[src/rtl/config_stream_loader.sv]
// Column config writer: assembles a valid/ready word stream into a shadow register and commits it atomically.
// Define CONFIG_LOADER_CRC_EN to check a CRC-8 trailer beat before committing.
module config_stream_loader #(
  parameter int CONFIG_WIDTH = 582,
  parameter int WORD_WIDTH   = 8
) (
  input  logic                    clock,
  input  logic                    nreset,
  input  logic                    load_start,
  input  logic [WORD_WIDTH-1:0]   data_in,
  input  logic                    data_valid,
  output logic                    data_ready,
  output logic                    busy,
  output logic                    config_done,
  output logic                    config_error,
  output logic [CONFIG_WIDTH-1:0] config_out
);

  localparam int NB   = (CONFIG_WIDTH + WORD_WIDTH - 1) / WORD_WIDTH;
  localparam int SW   = NB * WORD_WIDTH;
  localparam int CNTW = $clog2(NB + 1);
  localparam logic [CNTW-1:0] LAST = CNTW'(NB - 1);

  typedef enum logic [2:0] {
    S_IDLE,
    S_LOAD,
    S_CRC,
    S_COMMIT,
    S_DONE,
    S_ERROR
  } state_t;

  state_t r_state;
  state_t w_next;

  logic                    r_ready;
  logic                    r_busy;
  logic                    r_done;
  logic                    r_error;
  logic [CNTW-1:0]         r_cnt;
  logic [SW-1:0]           r_shadow;
  logic [CONFIG_WIDTH-1:0] r_cfg;

  logic w_accept;
  logic w_last;
  logic w_enter;
  logic w_ready_d;
  logic w_busy_d;
  logic w_done_d;
  logic w_error_d;

  assign w_accept = data_valid & r_ready;
  assign w_last   = w_accept && (r_state == S_LOAD)
                    && (r_cnt == LAST);
  assign w_enter  = (r_state != S_LOAD) && (w_next == S_LOAD);

`ifdef CONFIG_LOADER_CRC_EN
  logic [7:0] r_crc;
  logic [7:0] w_crc_nxt;
  logic       w_crc_ok;

  // CRC-8, poly 0x07, MSB of each beat first
  function automatic logic [7:0] crc8_step(
    input logic [7:0]            c,
    input logic [WORD_WIDTH-1:0] d
  );
    logic [7:0] x;
    x = c;
    for (int i = WORD_WIDTH - 1; i >= 0; i--) begin
      if (x[7] ^ d[i])
        x = {x[6:0], 1'b0} ^ 8'h07;
      else
        x = {x[6:0], 1'b0};
    end
    return x;
  endfunction

  assign w_crc_nxt = crc8_step(r_crc, data_in);
  assign w_crc_ok  = (data_in[7:0] == r_crc);
`endif

  always_ff @(posedge clock or negedge nreset) begin
    if (!nreset)
      r_state <= S_IDLE;
    else
      r_state <= w_next;
  end

  always_comb begin
    w_next = r_state;
    unique case (r_state)
      S_IDLE,
      S_DONE,
      S_ERROR: begin
        if (load_start)
          w_next = S_LOAD;
      end
      S_LOAD: begin
        if (w_last)
`ifdef CONFIG_LOADER_CRC_EN
          w_next = S_CRC;
`else
          w_next = S_COMMIT;
`endif
      end
      S_CRC: begin
`ifdef CONFIG_LOADER_CRC_EN
        if (w_accept)
          w_next = w_crc_ok ? S_COMMIT : S_ERROR;
`else
        w_next = S_IDLE;
`endif
      end
      S_COMMIT: w_next = S_DONE;
      default:  w_next = S_IDLE;
    endcase
  end

  // Status flags are registered from the next state
  always_comb begin
    w_ready_d = (w_next == S_LOAD) || (w_next == S_CRC);
    w_busy_d  = (w_next == S_LOAD) || (w_next == S_CRC)
                || (w_next == S_COMMIT);
    w_done_d  = (w_next == S_DONE);
`ifdef CONFIG_LOADER_CRC_EN
    w_error_d = (w_next == S_ERROR);
`else
    w_error_d = 1'b0;
`endif
  end

  always_ff @(posedge clock or negedge nreset) begin
    if (!nreset) begin
      r_ready <= 1'b0;
      r_busy  <= 1'b0;
      r_done  <= 1'b0;
      r_error <= 1'b0;
    end else begin
      r_ready <= w_ready_d;
      r_busy  <= w_busy_d;
      r_done  <= w_done_d;
      r_error <= w_error_d;
    end
  end

  always_ff @(posedge clock or negedge nreset) begin
    if (!nreset) begin
      r_cnt    <= '0;
      r_shadow <= '0;
    end else if (w_enter) begin
      r_cnt    <= '0;
      r_shadow <= '0;
    end else if (w_accept && (r_state == S_LOAD)) begin
      r_cnt    <= r_cnt + 1'b1;
      r_shadow <= {data_in, r_shadow[SW-1:WORD_WIDTH]};
    end
  end

`ifdef CONFIG_LOADER_CRC_EN
  always_ff @(posedge clock or negedge nreset) begin
    if (!nreset)
      r_crc <= 8'h00;
    else if (w_enter)
      r_crc <= 8'h00;
    else if (w_accept && (r_state == S_LOAD))
      r_crc <= w_crc_nxt;
  end
`endif

  always_ff @(posedge clock or negedge nreset) begin
    if (!nreset)
      r_cfg <= '0;
    else if (r_state == S_COMMIT)
      r_cfg <= r_shadow[CONFIG_WIDTH-1:0];
  end

  // Pad bits of the final beat never reach the column
  generate
    if (SW > CONFIG_WIDTH) begin : g_pad
      logic w_unused_pad;
      assign w_unused_pad = ^r_shadow[SW-1:CONFIG_WIDTH];
    end
  endgenerate

  assign data_ready   = r_ready;
  assign busy         = r_busy;
  assign config_done  = r_done;
  assign config_error = r_error;
  assign config_out   = r_cfg;

endmodule

[config.mk]
export PLATFORM = sky130hd
export DESIGN_NAME = config_stream_loader
export DESIGN_NICKNAME = d
export VERILOG_FILES = /design/src/rtl/config_stream_loader.sv
export SDC_FILE = /design/constraint.sdc
export NUM_CORES = 1
export LEC_CHECK = 0
export ABC_AREA = 1
export BUFFER_PORTS_ARGS = -buffer_cell sky130_fd_sc_hd__buf_2
export CAP_MARGIN = 10
export CELL_PAD_IN_SITES_DETAIL_PLACEMENT = 1
export CELL_PAD_IN_SITES_GLOBAL_PLACEMENT = 1
export CORE_MARGIN = 10
export CORE_UTILIZATION = 31
export DETAILED_ROUTE_END_ITERATION = 6
export GPL_ROUTABILITY_DRIVEN = 1
export HOLD_SLACK_MARGIN = 0.12
export PLACE_DENSITY_LB_ADDON = 0.1
export SYNTH_ARGS = -nofsm -noshare
export SYNTH_HDL_FRONTEND = slang
export SYNTH_SLANG_ARGS = --single-unit
[constraint.sdc]
create_clock -name clock -period 1.9 [get_ports clock]
set_clock_uncertainty 0.2 [all_clocks]
set_input_delay 0.38 -clock clock [delete_from_list [all_inputs] [get_ports clock]]
set_output_delay 0.38 -clock clock [all_outputs]
set_load 0.02 [all_outputs]
==> impl_metrics.json <==
{
  "min_period_ns": 2.012,
  "hold_ws_ns": 0.2080,
  "die_y_um": 388.8,
  "cts_tree": "done",
  "p_total_uw": 62490,
  "antenna_found_initial": 0,
  "drive_above_1_share": 0.2950,
  "p_switching_uw": 15990,
  "cts.clk_slew.worst_paths_ns": 0.06,
  "grt_overflow": 0,
  "drc": 0,
  "syn2layout_area_growth_pct": 43.69,
  "placed_area_um2": 48490,
  "grt_pass1_vias": 32717,
  "post-route-period-util": 1.059,
  "drt-wirelength-per-cell_um": 21.88,
  "syn_area_um2": 42170,
  "end_kind": "register",
  "rsz0062_at_grt": "true",
  "hold_viol": 0,
  "ctsRootBufferMaster": "clkbuf_16",
  "fin_area_um2": 60600,
  "violations": "negative setup slack",
  "final_cell_mix": "dfrtp_1, nand2_1, buf_6, inv_1, o22ai_1",
  "switching_share": 0.2560,
  "status": "complete, but fails checks",
  "clock.fmax_mhz": 497.1,
  "fill_cells": 14364,
  "layout.cells.most_common": "dfrtp_1",
  "yosys.cell_types.count": 24,
  "ys_seq_area_frac": 0.6996,
  "wirelength_mm": 145.2,
  "grt_usage": 0.1801,
  "via_count": 31359,
  "dpl.hpwl_mm": 96.55,
  "hold_class": "input port to register",
  "ios": 598,
  "synth_area_per_cell_um2": 10.95,
  "worstSetupStartpointType": "register",
  "syn_nets": 3864,
  "die-area_um2": 151200,
  "synth-seq-cells": 1179,
  "port_buffers": 596,
  "vdd_drop_max_uv": 632.6,
  "start_util": 0.3117,
  "route.met3.wl_mm": 6.471,
  "grt_pass1_wl_mm": 212.9,
  "clock-sinks": 1179,
  "layout_setup_ws_ns": -0.1118,
  "startpoint": "data_ready",
  "crit_fanout": 8,
  "routed_via_density": 4.726,
  "cts_buffers": 135,
  "drv_cap": 0,
  "seqPwrFrac": 0.449,
  "synthCells": 3850,
  "clkPwrFrac": 0.437,
  "setup_tns_ns": -18.68,
  "p_int_uw": 46500,
  "core_um2": 135300,
  "cts_buffer_depth": 3,
  "grt_max_degree": 81,
  "insertion_delay_ns": 0.76,
  "cts_max_level": 4,
  "dr.pass1.iters": 5,
  "setup_violations": 529,
  "diodes": 0,
  "worstHoldStart": "data_in[5]",
  "drtIter0Drc": 1835,
  "final_max_slew_viol_count": 0,
  "num-nets-final": 4768,
  "ant_nets": 0,
  "cp.required_ns": 2.33,
  "crit_arrival_ns": 2.44,
  "p_per_area_nw_per_um2": 1031,
  "wl_met1_mm": 65.95,
  "routabilityCongestion": 0.7543,
  "fin_util": 0.4479,
  "top_layer": "met4",
  "rr_startpoint": "data_ready",
  "pwr-share-comb": 0.114,
  "yosysWarnings": 0,
  "die_x_um": 388.8,
  "crit_type": "register to register",
  "leakage_uw": 0.02824,
  "met2_length_mm": 69.47,
  "rows": 135
}
==> sequential cells by signal (all words and copies together) (netlist names) <==
signal / cells
config_done: 1
r_state: 3
r_cnt: 7
r_shadow: 584
data_ready: 1
busy: 1
config_out: 582
==> cells in the mapped netlist <==
| cell | instances | area share |
|---|---|---|
| dfrtp_1 | 1179 | 0.70 |
| nand2_1 | 613 | 0.055 |
| inv_1 | 593 | 0.053 |
| o22ai_1 | 576 | 0.085 |
| o21ai_1 | 303 | 0.036 |
| o21ai_0 | 291 | 0.035 |
| buf_2 | 179 | 0.021 |
| clkbuf_1 | 39 | 0.0035 |
| buf_4 | 34 | 0.0061 |
| nor2_1 | 10 | 0.00089 |
| nand3_1 | 7 | 0.00083 |
| buf_6 | 6 | 0.0016 |
| a21oi_1 | 3 | 0.00036 |
| inv_2 | 3 | 0.00027 |
| nand4_1 | 3 | 0.00045 |
| ha_1 | 2 | 0.00059 |
| nand3b_1 | 2 | 0.00036 |
| buf_1 | 1 | 0.000089 |
| clkbuf_2 | 1 | 0.00012 |
| conb_1 | 1 | 0.000089 |
| nand2_2 | 1 | 0.00015 |
| nand3_2 | 1 | 0.00024 |
| nor2_4 | 1 | 0.00027 |
| nor3_1 | 1 | 0.00012 |
==> what timing repair did <==
| action | in CTS | in global routing |
|---|---|---|
| endpoints found under the hold margin | 1237 | 0 |
| gates cloned | 0 | 50 |
| resized for setup | 1245 | 181 |
| hold buffers | 14 | 0 |
| pin swaps | 0 | 1 |
| endpoints found under the setup margin | 585 | 1201 |
| buffers inserted | 132 | 57 |
==> per-stage QoR <==
step                worst slack (ns)  instances
floorplan                     0.3246       3850
global placement            -0.01415       6146
detailed placement          -0.03337       6146
CTS                          -0.1279       6529
global route                 -0.1800       6636
finish                       -0.1118       6636
==> area by class of cell <==
| cell class | count | area [um2] | area share |
|---|---|---|---|
| clock buffer | 197 | 4071 | 0.06718 |
| inverter | 596 | 2237 | 0.03692 |
| tap | 1781 | 2228 | 0.03677 |
| multi-input combinational | 1815 | 9753 | 0.1609 |
| timing repair buffer | 1027 | 12110 | 0.1998 |
| clock inverter | 41 | 590.6 | 0.009745 |
| sequential | 1179 | 29620 | 0.4887 |
==> metal layers <==
metal,GRT usage,vias up
met3,0.04070,167
met4,0.05292,0
met2,0.2877,590
met5,0,-
li1,-,14588
met1,0.2438,16014
==> path summary, 6_finish.rpt <==
kind,end,slack [ns],cells past startpoint
min in group asynchronous,config_out[523],0.66,4
hold reg to reg,config_out[95],0.31,2
setup reg to reg,r_shadow[202],-0.11,9
max in group asynchronous,r_shadow[375],0.24,5
hold / removal,r_shadow[581],0.21,4
setup / recovery,r_shadow[202],-0.11,9
==> cells by family after synthesis <==
| logic type | after synthesis | synth area share |
|---|---|---|
| AO/OA/AOI/OAI | 1173 | 0.1563 |
| adder cells (fa/ha/maj) | 2 | 0.0005933 |
| buffers and inverters | 856 | 0.08562 |
| flip-flops | 1179 | 0.6996 |
| other | 1 | 0.00008892 |
| AND/OR/NAND/NOR | 639 | 0.05785 |
==> worst max-delay path, stage by stage, from the launching register on <==
cell and delay, ns:
dfrtp_2 0.36, buf_4 0.11, nand2_1 0.04, nand3b_1 0.25, buf_6 0.19, nand2_8 0.10
buf_12 0.17, clkbuf_16 0.21, clkbuf_16 0.17, o22ai_2 0.06
==> power groups by stage <==
| stage | logic, uW | clock network (uW) | registers, uW |
|---|---|---|---|
| 2_1_floorplan | 3510 | 0 | 28400 |
| 4_1_cts | 6450 | 28200 | 28000 |
| 3_5_place_dp | 6240 | 0 | 28500 |
| 6_report | 7150 | 27300 | 28000 |
| 3_3_place_gp | 6170 | 0 | 28400 |
| 5_1_grt | 7970 | 29300 | 28300 |
(Power assumes the default switching activity.)
